**src/rtl/tri_512x16_ary_ctl.sv**
```systemverilog
// tri_512x16_ary_ctl: init sweep, round-robin write arbitration and coherent read port for a 1R1W array
module tri_512x16_ary_ctl #(
    parameter int addressbus_width = 9,
    parameter int port_bitwidth = 16,
    parameter logic [port_bitwidth-1:0] init_value = '0,
    parameter bit init_enable = 1'b1
) (
    input  logic                        clk,
    input  logic                        reset,
    input  logic                        w0_val,
    output logic                        w0_rdy,
    input  logic [addressbus_width-1:0] w0_adr,
    input  logic [port_bitwidth-1:0]    w0_bw,
    input  logic [port_bitwidth-1:0]    w0_di,
    input  logic                        w1_val,
    output logic                        w1_rdy,
    input  logic [addressbus_width-1:0] w1_adr,
    input  logic [port_bitwidth-1:0]    w1_bw,
    input  logic [port_bitwidth-1:0]    w1_di,
    input  logic                        rd_val,
    output logic                        rd_rdy,
    input  logic [addressbus_width-1:0] rd_adr,
    output logic                        rd_data_val,
    output logic [port_bitwidth-1:0]    rd_data,
    output logic                        init_done,
    output logic                        ary_wr_act,
    output logic [addressbus_width-1:0] ary_wr_adr,
    output logic [port_bitwidth-1:0]    ary_bw,
    output logic [port_bitwidth-1:0]    ary_di,
    output logic                        ary_rd_act,
    output logic [addressbus_width-1:0] ary_rd_adr,
    input  logic [port_bitwidth-1:0]    ary_do
);
    typedef enum logic {INIT, RUN} state_t;
    state_t state, state_n;
    logic [addressbus_width-1:0] init_cnt;
    logic rr_ptr, rd_pend, run, hit;
    logic [port_bitwidth-1:0] fwd_bw, fwd_di;

    // state, sweep counter, round-robin pointer and the one-stage read/forward pipeline
    always_ff @(posedge clk) begin
        if (reset) begin
            state    <= init_enable ? INIT : RUN;
            init_cnt <= '0;
            rr_ptr   <= 1'b0;
            rd_pend  <= 1'b0;
            fwd_bw   <= '0;
            fwd_di   <= '0;
        end else begin
            state   <= state_n;
            rd_pend <= rd_rdy;
            fwd_bw  <= hit ? ary_bw : '0;
            fwd_di  <= ary_di;
            if (state == INIT) init_cnt <= init_cnt + 1'b1;
            if (run && w0_val && w1_val) rr_ptr <= ~rr_ptr;
        end
    end

    // next state, arbitration and all port/array drive; everything is forced low while in reset
    always_comb begin
        state_n    = state;
        run        = !reset && state == RUN;
        init_done  = run;
        w0_rdy     = 1'b0;
        w1_rdy     = 1'b0;
        ary_wr_act = 1'b0;
        ary_wr_adr = '0;
        ary_bw     = '0;
        ary_di     = '0;
        if (!reset && state == INIT) begin
            ary_wr_act = 1'b1;
            ary_wr_adr = init_cnt;
            ary_bw     = '1;
            ary_di     = init_value;
            if (init_cnt == '1) state_n = RUN;
        end
        if (run) begin
            w0_rdy     = w0_val && !(w1_val && rr_ptr);
            w1_rdy     = w1_val && !w0_rdy;
            ary_wr_act = w0_rdy || w1_rdy;
            ary_wr_adr = w0_rdy ? w0_adr : w1_rdy ? w1_adr : '0;
            ary_bw     = w0_rdy ? w0_bw : w1_rdy ? w1_bw : '0;
            ary_di     = w0_rdy ? w0_di : w1_rdy ? w1_di : '0;
        end
        rd_rdy      = run && rd_val;
        ary_rd_act  = rd_rdy;
        ary_rd_adr  = rd_rdy ? rd_adr : '0;
        hit         = rd_rdy && ary_wr_act && rd_adr == ary_wr_adr;
        rd_data_val = rd_pend && !reset;
        rd_data     = rd_data_val ? (fwd_bw & fwd_di) | (~fwd_bw & ary_do) : '0;
    end
endmodule

```
**config.mk**
```make
export PLATFORM = sky130hd
export DESIGN_NAME = tri_512x16_ary_ctl
export DESIGN_NICKNAME = d
export VERILOG_FILES = /design/src/rtl/tri_512x16_ary_ctl.sv
export SDC_FILE = /design/constraint.sdc
export NUM_CORES = 1
export LEC_CHECK = 0
export BUFFER_PORTS_ARGS = -buffer_cell sky130_fd_sc_hd__buf_2
export CAP_MARGIN = 25
export CORE_UTILIZATION = 37
export DETAILED_ROUTE_END_ITERATION = 8
export GPL_ROUTABILITY_DRIVEN = 0
export GPL_TIMING_DRIVEN = 1
export PLACE_DENSITY = 0.86
export SLEW_MARGIN = 20
export SYNTH_ARGS = -nofsm -noshare
export SYNTH_HDL_FRONTEND = slang
export SYNTH_SLANG_ARGS = --single-unit
```
**constraint.sdc**
```tcl
create_clock -name clk -period 2.16 [get_ports clk]
set_clock_uncertainty 0.15 [all_clocks]
set_input_delay 0.324 -clock clk [delete_from_list [all_inputs] [get_ports clk]]
set_output_delay 0.324 -clock clk [all_outputs]
set_load 0.005 [all_outputs]
```
# Word-level counts from Yosys, hierarchy flattened

Cells that the tools add are included.

$add $sub $neg: 1
Equal/unequal tests: 2
Multiplexer cells: 17
Bitwise operators: 7
Reduce and logical (&&, ||, !) cells: 17

Operators by type and width:

| cell                  | count |
|---|---|
| $mux W16              | 8 |
| $mux W9               | 5 |
| $and A16 B16 Y16      | 2 |
| $not A16 Y16          | 1 |
| $or A16 B16 Y16       | 1 |
| $logic_and A1 B1 Y1   | 11 |
| $add A9 B1 Y9 const B | 1 |
| $eq A9 B9 Y1          | 1 |
| $eq A9 B9 Y1 const B  | 1 |
| $mux W1               | 4 |
| $logic_not A1 Y1      | 3 |
| $not A1 Y1            | 3 |
| $reduce_and A2 Y1     | 1 |
| $reduce_or A2 Y1      | 1 |
| $logic_or A1 B1 Y1    | 1 |

Register bits: 44
Input bits: 112
Output and inout port bits: 73
Word-level logic and storage cells: 50

# Longest topological paths before layout

Depth in word-level cells: 12
Mapped depth: 9
Mapped depth without buffers: 6

# Worst setup path before layout

Ideal clock, no wire load.

Path kind: reg-to-reg
Start point: register state
End point: register fwd_bw[10]
Library setup time: 61 ps
Data arrival time: 2083 ps
Required time: 1949 ps
Path slack: -134 ps
Stages on the path, launching flop included: 10
Path buffers: 3
Clock period less this slack: 2294 ps
Path through: dfxtp_1 nor2b_1 buf_2 and2_4 buf_6 a221o_1 xor2_1 nor4_4 buf_4 and4_1

Word-level cells in the longest chain between the ends: 8
Elaborated cells between the ends (all ways): 15
Those cells by class: eq/ne (1); mux (6); bitwise (2); reduce/logical (6)

RTL lines:

| element                             | line | text |
|---|---|---|
| start: declaration                  | 35   | `state_t state, state_n;` |
| start signal: assignment            | 43   | `state <= init_enable ? INIT : RUN;` |
| start signal: assignment            | 50   | `state <= state_n;` |
| $not A1 Y1                          | 70   | `if (!reset && state == INIT) begin` |
| $logic_and A1 B1 Y1                 | 70   |  |
| $mux W9                             | 70   |  |
| $mux W9 *                           | 77   | `if (run) begin` |
| via ary_wr_adr[2]                   | 27   | `output logic [addressbus_width-1:0] ary_wr_adr,` |
| $eq A9 B9 Y1 *                      | 88   | `hit = rd_rdy && ary_wr_act && rd_adr == ary_wr_adr;` |
| $logic_and A1 B1 Y1 *               | 88   |  |
| $not A1 Y1 (no source line) *       | --   |  |
| $reduce_or A2 Y1 (no source line) * | --   |  |
| end signal: assignment              | 52   | `fwd_bw <= hit ? ary_bw : '0;` |
| end: declaration                    | 38   | `logic [port_bitwidth-1:0] fwd_bw, fwd_di;` |

Mark *: on every way through the listed nets, which the timed path passes. The rest lies on a longest branch.
A chain may end at the register's enable or synchronous reset.

# Final worst setup path

Start point: register rr_ptr
End point: output port ary_bw[12]

Word-level cells in the longest chain between the ends: 8

RTL lines:

| element                  | line | text |
|---|---|---|
| start: declaration       | 37   | `logic rr_ptr, rd_pend, run, hit;` |
| start signal: assignment | 55   | `if (run && w0_val && w1_val) rr_ptr <= ~rr_ptr;` |
| $logic_and A1 B1 Y1 *    | 78   | `w0_rdy = w0_val && !(w1_val && rr_ptr);` |
| $logic_not A1 Y1 *       | 78   |  |
| $logic_and A1 B1 Y1 *    | 78   |  |
| $logic_not A1 Y1         | 79   | `w1_rdy = w1_val && !w0_rdy;` |
| $logic_and A1 B1 Y1      | 79   |  |
| $mux W16                 | 82   | `ary_bw = w0_rdy ? w0_bw : w1_rdy ? w1_bw : '0;` |
| $mux W16 *               | 82   |  |
| $mux W16 *               | 77   |  |
| end: declaration         | 28   | `output logic [port_bitwidth-1:0] ary_bw,` |

Mark *: on every way between the ends. The rest lies on a longest branch, timed or not.

==> results.md <==
Die:
- The floorplan step defined a die boundary enclosing around 7000 um^2.
- The starting utilization of the core area is 0.388.
- The total number of placement rows is 29.
- From left edge to right edge, the die measures approximately 84 um.
- The number of top-level design ports is ~190.
- The die is between 80 and 90 um tall.
- The area inside the core boundary is ~6400 um^2.

STA:
- Across all hold checks on the routed design, the worst slack comes to approximately 0.10 ns.
- The part of the cycle the worst path needs is 1.00.
- Setup repair after global routing could not meet its margin everywhere.
- The maximum clock rate is 0.462 GHz.
- Setup violations remaining at the end of the flow were counted as 1.
- Subtracting the final worst setup slack from the clock period gives 2.16 ns.
- The number of hold-slack violations in the final timing report is 0.
- The setup TNS after final layout is -0.00329 ns.
- The smallest setup slack after layout is -0.00329 ns.
- The transition time of the tightest slew-check pin is about 0.63 ns.
- Headroom to the max-slew limit came out at 0.580.
- The max-slew violation total from the final report is 0.

Logic synthesis:
- The yosys synthesis warning count is 0.
- The cell area that synthesis handed to floorplanning was around 2500 um^2.
- Ranked by total cell area, the synthesized netlist is headed by dfxtp_1 (36%), a22o_1 (11%), a221o_1 (8.9%).
- Synthesis produced a netlist with a net count of about 370.
- The synthesized design spends more area on one cell type than any other, namely dfxtp_1.
- The number of standard cells after synthesis is 260.
- The fraction of synthesized cell area taken by the top area cell type is 0.356.
- The synthesized flop and latch total is between 40 and 50.
- The synthesized area per cell is roughly 9.5 um^2.
- The share of the Yosys chip area taken by registers is 0.356.
- The count of unique library cells instantiated by Yosys is 38.

Power:
- Of the total power, the share spent switching nets is 0.232.
- The internal portion of total power is approximately 1300 uW.
- Summed over all cells, the static leakage comes to around 0.0021 uW.
- The sequential fraction of design power is 0.471.
- Power spread over the standard cell area amounts to ~440 nW/um^2.
- The total net switching power is 405 uW.
- Across the VDD grid, the largest voltage drop is approximately 0.38 mV.
- The proportion of power drawn by the clock network is 0.373.
- The share of total power dissipated in combinational logic is 0.156.

Worst setup path:
- The slowest stage of the critical path is the a221o_1 cell.
- For the worst setup path, the data required time is roughly 1.7 ns.
- The maximum fanout along the worst path is 15.
- The critical path goes through nand2b_4, and3_4, buf_8, a221o_1, buf_2.
- The reg-to-reg endpoint is fwd_bw[8].
- The startpoint kind of the worst setup timing path is a register.
- For the worst setup path, the data arrival time is around 1.7 ns.
- Together, buffers and inverters on the worst path number 2.
- The critical path start-end classification is register to primary output.
- The worst-case register-to-register setup slack is roughly 0.01 ns.
- The cell class contributing the biggest share of worst-path delay is simple AND/OR/NAND/NOR gates.
- The delay of the slowest cell on the worst path is approximately 0.36 ns.
- The kind of end point of the critical path is a primary output.
- The depth of the worst register-to-register path is 7.
- The start of the worst register-to-register path is rr_ptr.

Global routing:
- For this run, the total global-route usage over all layers was measured as 0.252.
- The via count of the first global-routing pass came to 2927.
- The number of antenna violations at the first check in global routing was 0.
- Entering global routing, the biggest net connects 19 pins.
- The global-route wire length before repair is 14200 um.
- The residual overflow from global routing is 0.

Clock network:
- Counting the buffers created by CTS gives 5.
- The buffer cell driving the clock tree root is clkbuf_8.
- The clock tree from TritonCTS is built.
- The longest clock path from root to sink contains 2 buffers.
- The number of H-tree levels is 2.
- At the later pin of the worst-skew pair, clock insertion delay measures between 0.2 and 0.3 ns.
- The clock-pin slew reported for the worst setup and hold paths after clock tree synthesis is about 0.09 ns.
- The number of clock sinks is 44.

Route:
- The number of routed nets with antenna violations is 0.
- Using the TritonRoute via totals, the vias-per-cell ratio works out to 5.46.
- For this block, the initial DRC count from the detailed router was around 160.
- The total via count in the routed design is between 2k and 3k.
- In the final routed layout, each cell accounts on average for 16.7 um.
- Wires add up to roughly 9000 um.
- The first detailed-routing pass took 5 iterations.
- The number of design rule violations left after detail routing is 0.

Worst hold path:
- The worst hold path begins at w1_di[10].
- The worst hold path belongs to the class primary input to register.
- The path with the worst hold slack has its endpoint at fwd_di[10].
- The number of cells traversed by the worst hold path is 2.

Layout:
- In the layout the commonest cells are buf_2 (184), dfxtp_1 (42), a22o_1 (32).
- At the end of the flow the core is filled with cells to 0.625.
- The net count of the finished layout is between 500 and 600.
- Fill cells in the final layout number about 570.
- The commonest non-fill, non-tap cell in the layout is buf_2.
- The layout-stage area growth over the synthesis result is 61.2%.
- The count of non-filler cells in the finished layout is around 550.
- The final instance area is roughly 4000 um^2.
- The final antenna diode count is 0.
- The ratio of cells with drive above 1 in the final layout is 0.526.

Status:
- The run finished, with violations left.
- The final reports fail on setup timing.

Run:
- The tool flagged a number of max-cap violations equal to 0.

Placed design:
- Including well taps, the total number of placed cells is between 500 and 600.
- Summing all placed instances gives a cell area of 3630 um^2.
- The number of buffer cells added on primary ports is around 180.
- The placed wire-length estimate after detailed placement is just over 7000 um.
==> cell type report <==
class | count | area (um^2) | share of cell area
clock inverters | 2 | 38.8 | 0.00972
well taps | 77 | 96.3 | 0.0241
inverters | 2 | 7.51 | 0.00188
repair buffers | 225 | 1360 | 0.341
flip-flops and latches | 44 | 883 | 0.221
multi-input cells | 191 | 1520 | 0.381
clock buffers | 6 | 82.6 | 0.0207
==> Yosys cell counts <==
cell type / instances
a211oi_1: 1
a21boi_0: 1
a21boi_1: 1
a21oi_1: 2
a221o_1: 22
a221oi_1: 1
a222oi_1: 1
a22o_1: 32
a311o_1: 1
a31o_2: 1
a32oi_1: 2
and2_1: 8
and2_4: 1
and3_1: 12
and3b_1: 1
and4_1: 17
buf_1: 5
buf_2: 2
buf_4: 3
buf_6: 2
clkbuf_1: 13
dfxtp_1: 44
ha_1: 2
inv_1: 2
mux2i_1: 18
nand2_1: 3
nand2b_1: 2
nand3_1: 4
nand4_1: 1
nand4b_1: 1
nor2_1: 32
nor2b_1: 2
nor4_4: 2
o21ai_0: 2
o22ai_1: 1
or3_1: 1
xnor2_1: 3
xor2_1: 11
==> state kept, by name (all words and copies together) (netlist names) <==
| name | flops |
|---|---|
| fwd_bw | 16 |
| fwd_di | 16 |
| init_cnt | 9 |
| rd_pend | 1 |
| rr_ptr | 1 |
| state | 1 |
==> power groups by stage <==
stage | logic (uW) | registers, uW | clock network, uW
after floorplan | 78.5 | 840 | 0
after global placement | 252 | 841 | 0
after detailed placement | 261 | 842 | 0
after CTS | 268 | 823 | 666
after global routing | 294 | 824 | 705
final | 273 | 822 | 651
==> layer usage <==
metal / track usage / wire, um / up-vias
li1: - / - / 1423
met1: 0.313 / 3650 / 1422
met2: 0.435 / 4780 / 125
met3: 0.0475 / 602 / 17
met4: 0.0847 / 131 / 0
met5: 0 / 0 / -
==> worst max-delay path by stage <==
stage | startpoint | end | slack [ns] | depth (start not counted)
2_1_floorplan | state | fwd_bw[10] | -0.13 | 9
3_3_place_gp | w0_val | fwd_bw[6] | -0.25 | 8
3_5_place_dp | w0_val | fwd_bw[8] | -0.43 | 8
4_1_cts | rr_ptr | ary_di[12] | -0.009 | 6
5_1_grt | rr_ptr | ary_wr_adr[1] | -0.09 | 6
6_report | rr_ptr | ary_bw[12] | -0.003 | 5
==> through the flow <==
stage | worst slack, ns | power [uW]
3_5_place_dp | -0.434 | 1100
5_1_grt | -0.0859 | 1820
4_1_cts | -0.00863 | 1760
6_report | -0.00329 | 1750
3_3_place_gp | -0.253 | 1090
2_1_floorplan | -0.129 | 918
==> kinds of logic (layout without fill, tap and decap cells) <==
| group | Yosys count | after routing | share of synthesized area |
|---|---|---|---|
| AO/OA/AOI/OAI | 68 | 68 | 0.244 |
| buffers and inverters | 27 | 235 | 0.0526 |
| XOR/XNOR | 14 | 14 | 0.0495 |
| AND/OR/NAND/NOR | 87 | 89 | 0.215 |
| flip-flops | 44 | 44 | 0.356 |
| adder cells (fa/ha/maj) | 2 | 2 | 0.0101 |
| multiplexers | 18 | 18 | 0.0728 |
==> repair_timing <==
item	in CTS	in global routing
buffers inserted	3	4
gates resized for setup	15	8
hold buffers	0	0
setup endpoints to repair	54	44
pin swaps	4	5
gates cloned	4	0
(Power assumes the default switching activity.)
